### src/rtl/dm_sysbus_access_pkg.sv
// Shared constants for the debug-module system bus access engine:
// sberror codes and sbaccess size encodings.
package dm_sysbus_access_pkg;

    localparam logic [2:0] SbErrNone = 3'd0;
    localparam logic [2:0] SbErrSize = 3'd4;

    localparam logic [2:0] SbAccess8   = 3'd0;
    localparam logic [2:0] SbAccess16  = 3'd1;
    localparam logic [2:0] SbAccess32  = 3'd2;
    localparam logic [2:0] SbAccess64  = 3'd3;
    localparam logic [2:0] SbAccess128 = 3'd4;

endpackage

### src/rtl/dm_sba_be_gen.sv
// Byte-enable generator: turns an sbaccess size and address offset into a
// lane mask, the size-aligned offset and a flag for sizes wider than the bus.
module dm_sba_be_gen #(
    parameter int BusWidth = 32,
    localparam int NumBytes = BusWidth / 8,
    localparam int OffW = $clog2(NumBytes)
) (
    input  logic [2:0]          sbaccess,
    input  logic [OffW-1:0]     offset,
    output logic [NumBytes-1:0] be,
    output logic [OffW-1:0]     aligned_offset,
    output logic                size_ok
);

    localparam logic [2:0] MaxAccess = 3'(OffW);

    logic [OffW-1:0] align_mask;

    assign size_ok = sbaccess <= MaxAccess;

    // Sizes at or above the bus width wrap the shift to zero, clearing the offset.
    assign align_mask     = ~((OffW'(1) << sbaccess) - OffW'(1));
    assign aligned_offset = offset & align_mask;

    always_comb begin
        be = '0;
        for (int i = 0; i < NumBytes; i++) begin
            be[i] = size_ok && (i >= int'(aligned_offset))
                    && (i < int'(aligned_offset) + (1 << sbaccess));
        end
    end

endmodule

### src/rtl/dm_sysbus_access.sv
// System bus access engine: turns sbaddress/sbdata CSR events into single-beat
// bus reads and writes. Auto-increment is built only with DM_SBA_AUTOINCREMENT_EN.
module dm_sysbus_access
    import dm_sysbus_access_pkg::*;
#(
    parameter int BusWidth = 32,
    localparam int NumBytes = BusWidth / 8,
    localparam int OffW = $clog2(NumBytes)
) (
    input  logic                clk_i,
    input  logic                rst_ni,
    input  logic                dmactive_i,
    output logic                master_req_o,
    output logic [BusWidth-1:0] master_add_o,
    output logic                master_we_o,
    output logic [BusWidth-1:0] master_wdata_o,
    output logic [NumBytes-1:0] master_be_o,
    input  logic                master_gnt_i,
    input  logic                master_r_valid_i,
    input  logic [BusWidth-1:0] master_r_rdata_i,
    input  logic [BusWidth-1:0] sbaddress_i,
    output logic [BusWidth-1:0] sbaddress_o,
    input  logic                sbaddress_write_valid_i,
    input  logic                sbreadonaddr_i,
    input  logic                sbautoincrement_i,
    input  logic                sbreadondata_i,
    input  logic [2:0]          sbaccess_i,
    input  logic [BusWidth-1:0] sbdata_i,
    input  logic                sbdata_read_valid_i,
    input  logic                sbdata_write_valid_i,
    output logic [BusWidth-1:0] sbdata_o,
    output logic                sbdata_valid_o,
    output logic                sbbusy_o,
    output logic                sberror_valid_o,
    output logic [2:0]          sberror_o
);

    typedef enum logic [2:0] {
        Idle,
        Read,
        Write,
        WaitRead,
        WaitWrite
    } state_e;

    state_e state_q, state_d;

    logic [OffW-1:0]     offset;
    logic [OffW-1:0]     aligned_offset;
    logic [NumBytes-1:0] be;
    logic                size_ok;
    logic                complete;
    logic                req;
    logic                we;

    assign offset = sbaddress_i[OffW-1:0];

    dm_sba_be_gen #(.BusWidth(BusWidth)) u_be_gen (
        .sbaccess       (sbaccess_i),
        .offset         (offset),
        .be             (be),
        .aligned_offset (aligned_offset),
        .size_ok        (size_ok)
    );

    always_comb begin
        state_d         = state_q;
        req             = 1'b0;
        we              = 1'b0;
        complete        = 1'b0;
        sbdata_valid_o  = 1'b0;
        sberror_valid_o = 1'b0;
        sberror_o       = SbErrNone;

        case (state_q)
            Idle: begin
                if (sbaddress_write_valid_i && sbreadonaddr_i) begin
                    state_d = Read;
                end else if (sbdata_write_valid_i) begin
                    state_d = Write;
                end else if (sbdata_read_valid_i && sbreadondata_i) begin
                    state_d = Read;
                end
            end
            Read: begin
                req = 1'b1;
                if (master_gnt_i) state_d = WaitRead;
            end
            Write: begin
                req = 1'b1;
                we  = 1'b1;
                if (master_gnt_i) state_d = WaitWrite;
            end
            WaitRead: begin
                if (master_r_valid_i) begin
                    sbdata_valid_o = 1'b1;
                    complete       = 1'b1;
                    state_d        = Idle;
                end
            end
            WaitWrite: begin
                if (master_r_valid_i) begin
                    complete = 1'b1;
                    state_d  = Idle;
                end
            end
            default: state_d = Idle;
        endcase

        // An unsupported size aborts before anything reaches the bus.
        if (state_q != Idle && !size_ok) begin
            req             = 1'b0;
            we              = 1'b0;
            complete        = 1'b0;
            sbdata_valid_o  = 1'b0;
            sberror_valid_o = 1'b1;
            sberror_o       = SbErrSize;
            state_d         = Idle;
        end

        if (!dmactive_i) begin
            complete        = 1'b0;
            sbdata_valid_o  = 1'b0;
            sberror_valid_o = 1'b0;
            sberror_o       = SbErrNone;
            state_d         = Idle;
        end
    end

    always_ff @(posedge clk_i or negedge rst_ni) begin
        if (!rst_ni) state_q <= Idle;
        else         state_q <= state_d;
    end

    assign master_req_o   = req;
    assign master_we_o    = we;
    assign master_add_o   = sbaddress_i;
    assign master_be_o    = req ? be : '0;
    assign master_wdata_o = (req && we) ? (sbdata_i << {offset, 3'b000}) : '0;
    assign sbdata_o       = (state_q == WaitRead)
                            ? (master_r_rdata_i >> {aligned_offset, 3'b000}) : '0;
    assign sbbusy_o       = (state_q != Idle);

`ifdef DM_SBA_AUTOINCREMENT_EN
    assign sbaddress_o = (complete && sbautoincrement_i)
                         ? sbaddress_i + (BusWidth'(1) << sbaccess_i) : sbaddress_i;
`else
    logic unused_autoinc;
    assign unused_autoinc = ^{sbautoincrement_i, complete};
    assign sbaddress_o    = sbaddress_i;
`endif

endmodule

### config.mk
export PLATFORM = sky130hd
export DESIGN_NAME = dm_sysbus_access
export DESIGN_NICKNAME = d
export VERILOG_FILES = /design/src/rtl/dm_sysbus_access_pkg.sv /design/src/rtl/dm_sba_be_gen.sv /design/src/rtl/dm_sysbus_access.sv
export SDC_FILE = /design/constraint.sdc
export NUM_CORES = 1
export LEC_CHECK = 0
export ABC_CLOCK_PERIOD_IN_PS = 3800
export CELL_PAD_IN_SITES_DETAIL_PLACEMENT = 1
export CELL_PAD_IN_SITES_GLOBAL_PLACEMENT = 2
export CORE_AREA = 5 5 141 143
export CTS_CLUSTER_DIAMETER = 30
export DETAILED_ROUTE_END_ITERATION = 12
export DIE_AREA = 0 0 146 148
export GPL_TIMING_DRIVEN = 0
export PLACE_DENSITY_LB_ADDON = 0.1
export SKIP_CTS_REPAIR_TIMING = 1
export SYNTH_ARGS = -nofsm -noshare
export SYNTH_HDL_FRONTEND = slang
export SYNTH_SLANG_ARGS = --single-unit
export TNS_END_PERCENT = 20
### constraint.sdc
create_clock -name clk_i -period 3.8 [get_ports clk_i]
set_clock_uncertainty 0.2 [all_clocks]
set_input_delay 0.57 -clock clk_i [delete_from_list [all_inputs] [get_ports clk_i]]
set_output_delay 0.57 -clock clk_i [all_outputs]
set_load 0.03 [all_outputs]
==> metrics.yaml <==
sta:
  grt_setup_unrepaired: "yes"
  final.setup.tns_ns: 0
  setup_violations: 0
  report.final.slew_viol_count: 0
  fin_ws_ns: 0.05472
  tightestPinTransition_ns: 0.7342
  timing_hold_violations_final: 0
  slew_headroom_pct: 51.05
  period_share_pct: 98.56
  period_needed_ns: 3.745
  clock.fmax_mhz: 267.0
detailed_routing:
  vias: 3129
  avgViaCountPerCell: 4.001
  first_iter_violations: 58
  ant_nets: 0
  top_layer_used: "met4"
  dr.pass1.iters: 4
  wl_um: 13630
  drc: 0
  met2WireLength_um: 6799
  drt-met1-wl_um: 5365
  wl_per_cell_um: 17.43
  dr_wl_met3_um: 1396
clock_network:
  cts_root_buf: "clkbuf_16"
  tritoncts: "yes"
  cts_sinks: 3
  cts_made_buffers: 3
  clk_pin_slew_ns: 0.03
  htreeDepth: 1
  insertion_delay_ns: 0.22
  max-clock-path-buffers: 2
worst_setup_path:
  start_kind: "input port"
  crit_family: "buffers and inverters"
  crit_path_end_kind: "output pin"
  critical_path_class: "input port to output pin"
  path_cells: "dlymetal6s2s_1, or4b_1, buf_4, inv_4, buf_6, ha_1, ha_1, xnor2_1, a21oi_2, nor3_2, a2111oi_2, buf_4"
  arrival_ns: 2.98
  required_ns: 3.03
  crit_buf_inv: 5
  slowest_delay_ns: 0.53
  crit_slowest_cell: "or4b_1"
  cp_max_fo: 10
yosys:
  synth_top_area_share_pct: 23.37
  synth_cell_types: 40
  yosysSeqAreaShare_pct: 3.436
  async_flop_share_pct: 100.0
  netlist_area_um2: 2185
  synth_edf_count: 0
  yosys_warnings: 0
  yosys.area.top_type: "buf_4"
  syn_inst: 329
  yosys-top-cells-area: "buf_4, mux2i_1, nor2_1"
  ys_seq_elements: 3
  synthFlopType: "dfrtp_1"
  yosysMostFrequentCell: "buf_4"
  avgSynthCellArea_um2: 6.640
  synth_top_cells_by_count: "buf_4, nor2_1, a21oi_1, mux2i_1, nand2_1"
final_layout:
  nets: 661
  regMostFlops: "state_q"
  antenna-diode-count: 0
  reg_top3: "state_q: 3 flops"
  areaGrowthSynthToFinish_pct: 116.9
  drive_above_1_share_pct: 19.89
  fillers: 2209
  largest_register_ffs: 3
die:
  start_util_pct: 11.84
  fp.dieW_um: 146
  fp-row-count: 50
  core_area_um2: 18460
  die_area_um2: 21610
  die_h_um: 148
  io_pins: 250
grt:
  grt_pass1_wl_um: 20440
  grt_util_all_layers_pct: 11.79
  grt_max_degree: 11
  grt_pass1_vias: 3504
  grt_antenna_before_repair: 0
  overflow: 0
power_and_ir_drop:
  p_switching_mw: 0.3240
  peakVddDrop_v: 0.0001026
  pwr-share-seq_pct: 4.8
  internal_power_mw: 0.4455
  power_leakage_nw: 1.931
  clkPwrFrac_pct: 21.5
  p_comb_share_pct: 73.7
  sw_frac_of_total_pct: 42.10
  power_density_nw_per_um2: 162.4
placed_design:
  place_congestion: 0.7094
  hpwl_um: 11310
  port_buffers: 214
  post-place-ws_ns: -1.268
run:
  drv_cap: 0
run_status:
  status: "finished clean"
min_path:
  hold_path.class: "input port to asynchronous set/reset pin"
## layout make-up
cell class / instances / area [um2] / share of cell area (%)
well taps: 234 / 292.8 / 6.179
clock buffers: 4 / 78.83 / 1.664
plain buffers: 91 / 659.4 / 13.92
multi-input cells: 230 / 1473 / 31.08
flip-flops and latches: 3 / 75.07 / 1.584
repair buffers: 214 / 2135 / 45.05
inverters: 6 / 25.02 / 0.5281
## cells by family after synthesis
| kind of cell | share of synthesized area (%) |
|---|---|
| DFF | 3.436 |
| AOI/OAI and AO/OA | 20.39 |
| and+or+nand+nor | 31.33 |
| xor gates and xnor gates | 1.203 |
| adders and majority gates | 1.145 |
| buffers and inverters | 30.35 |
| muxes | 11.97 |
| other | 0.1717 |
## placed cells by master, fill, tap and decap left out, types with 3 or more instances in the layout
| cell type | Yosys | layout |
|---|---|---|
| or3_1 | 3 | 3 |
| xnor2_1 | 3 | 3 |
| nor2b_1 | 9 | 9 |
| mux2i_1 | 25 | 25 |
| clkbuf_16 | 0 | 3 |
| nor4_1 | 6 | 6 |
| a2111oi_2 | 8 | 9 |
| a211oi_1 | 18 | 18 |
| buf_1 | 4 | 3 |
| nand2b_1 | 5 | 5 |
| clkdlybuf4s50_1 | 0 | 207 |
| inv_1 | 5 | 5 |
| nor3_1 | 16 | 15 |
| dfrtp_1 | 3 | 3 |
| buf_6 | 4 | 6 |
| a21oi_1 | 25 | 24 |
| buf_4 | 68 | 72 |
| clkbuf_1 | 4 | 5 |
| dlymetal6s2s_1 | 0 | 3 |
| buf_2 | 11 | 7 |
| nor2_1 | 50 | 49 |
| clkbuf_2 | 0 | 3 |
| nand2_1 | 22 | 22 |
| and2_1 | 17 | 17 |
## worst paths after layout
check                                   start              to  slack [ns]  depth (start not counted)
worst min register to register     state_q[0]      state_q[2]        0.49                          2
worst min-delay path                   rst_ni      state_q[0]        0.34                          1
worst max-delay path            sbaccess_i[0]  master_be_o[0]        0.05                         12
worst max register to register     state_q[0]      state_q[1]        1.89                          5
min in group clk_i                 state_q[0]      state_q[2]        0.49                          2
max in group asynchronous              rst_ni      state_q[1]        2.92                          1
## power groups by stage
stage	combinational, mW	sequential, mW	clock (mW)
finish	0.567	0.0367	0.166
global route	0.606	0.0371	0.174
CTS	0.577	0.0369	0.168
detailed placement	0.576	0.0373	0
global placement	0.572	0.0370	0
floorplan	0.311	0.0365	0
## per-stage QoR
stage	instances	area, um2	total power, mW	util (%)	hold slack, ns
after floorplan	330	2195	0.3479	-	0.07441
after global placement	778	4629	0.6088	25.08	0.5011
after detailed placement	778	4629	0.6128	25.08	0.5021
after CTS	782	4708	0.7826	25.51	0.3442
after global routing	782	4738	0.8171	25.67	0.3452
final	782	4738	0.7695	25.67	0.3356
## routing by layer
layer,track usage (%),vias to the layer above
met4,1.458,0
met1,13.46,1471
met2,21.63,147
li1,-,1507
met3,4.384,4
met5,0,-
No activity file was read; power rests on OpenSTA's default activity.
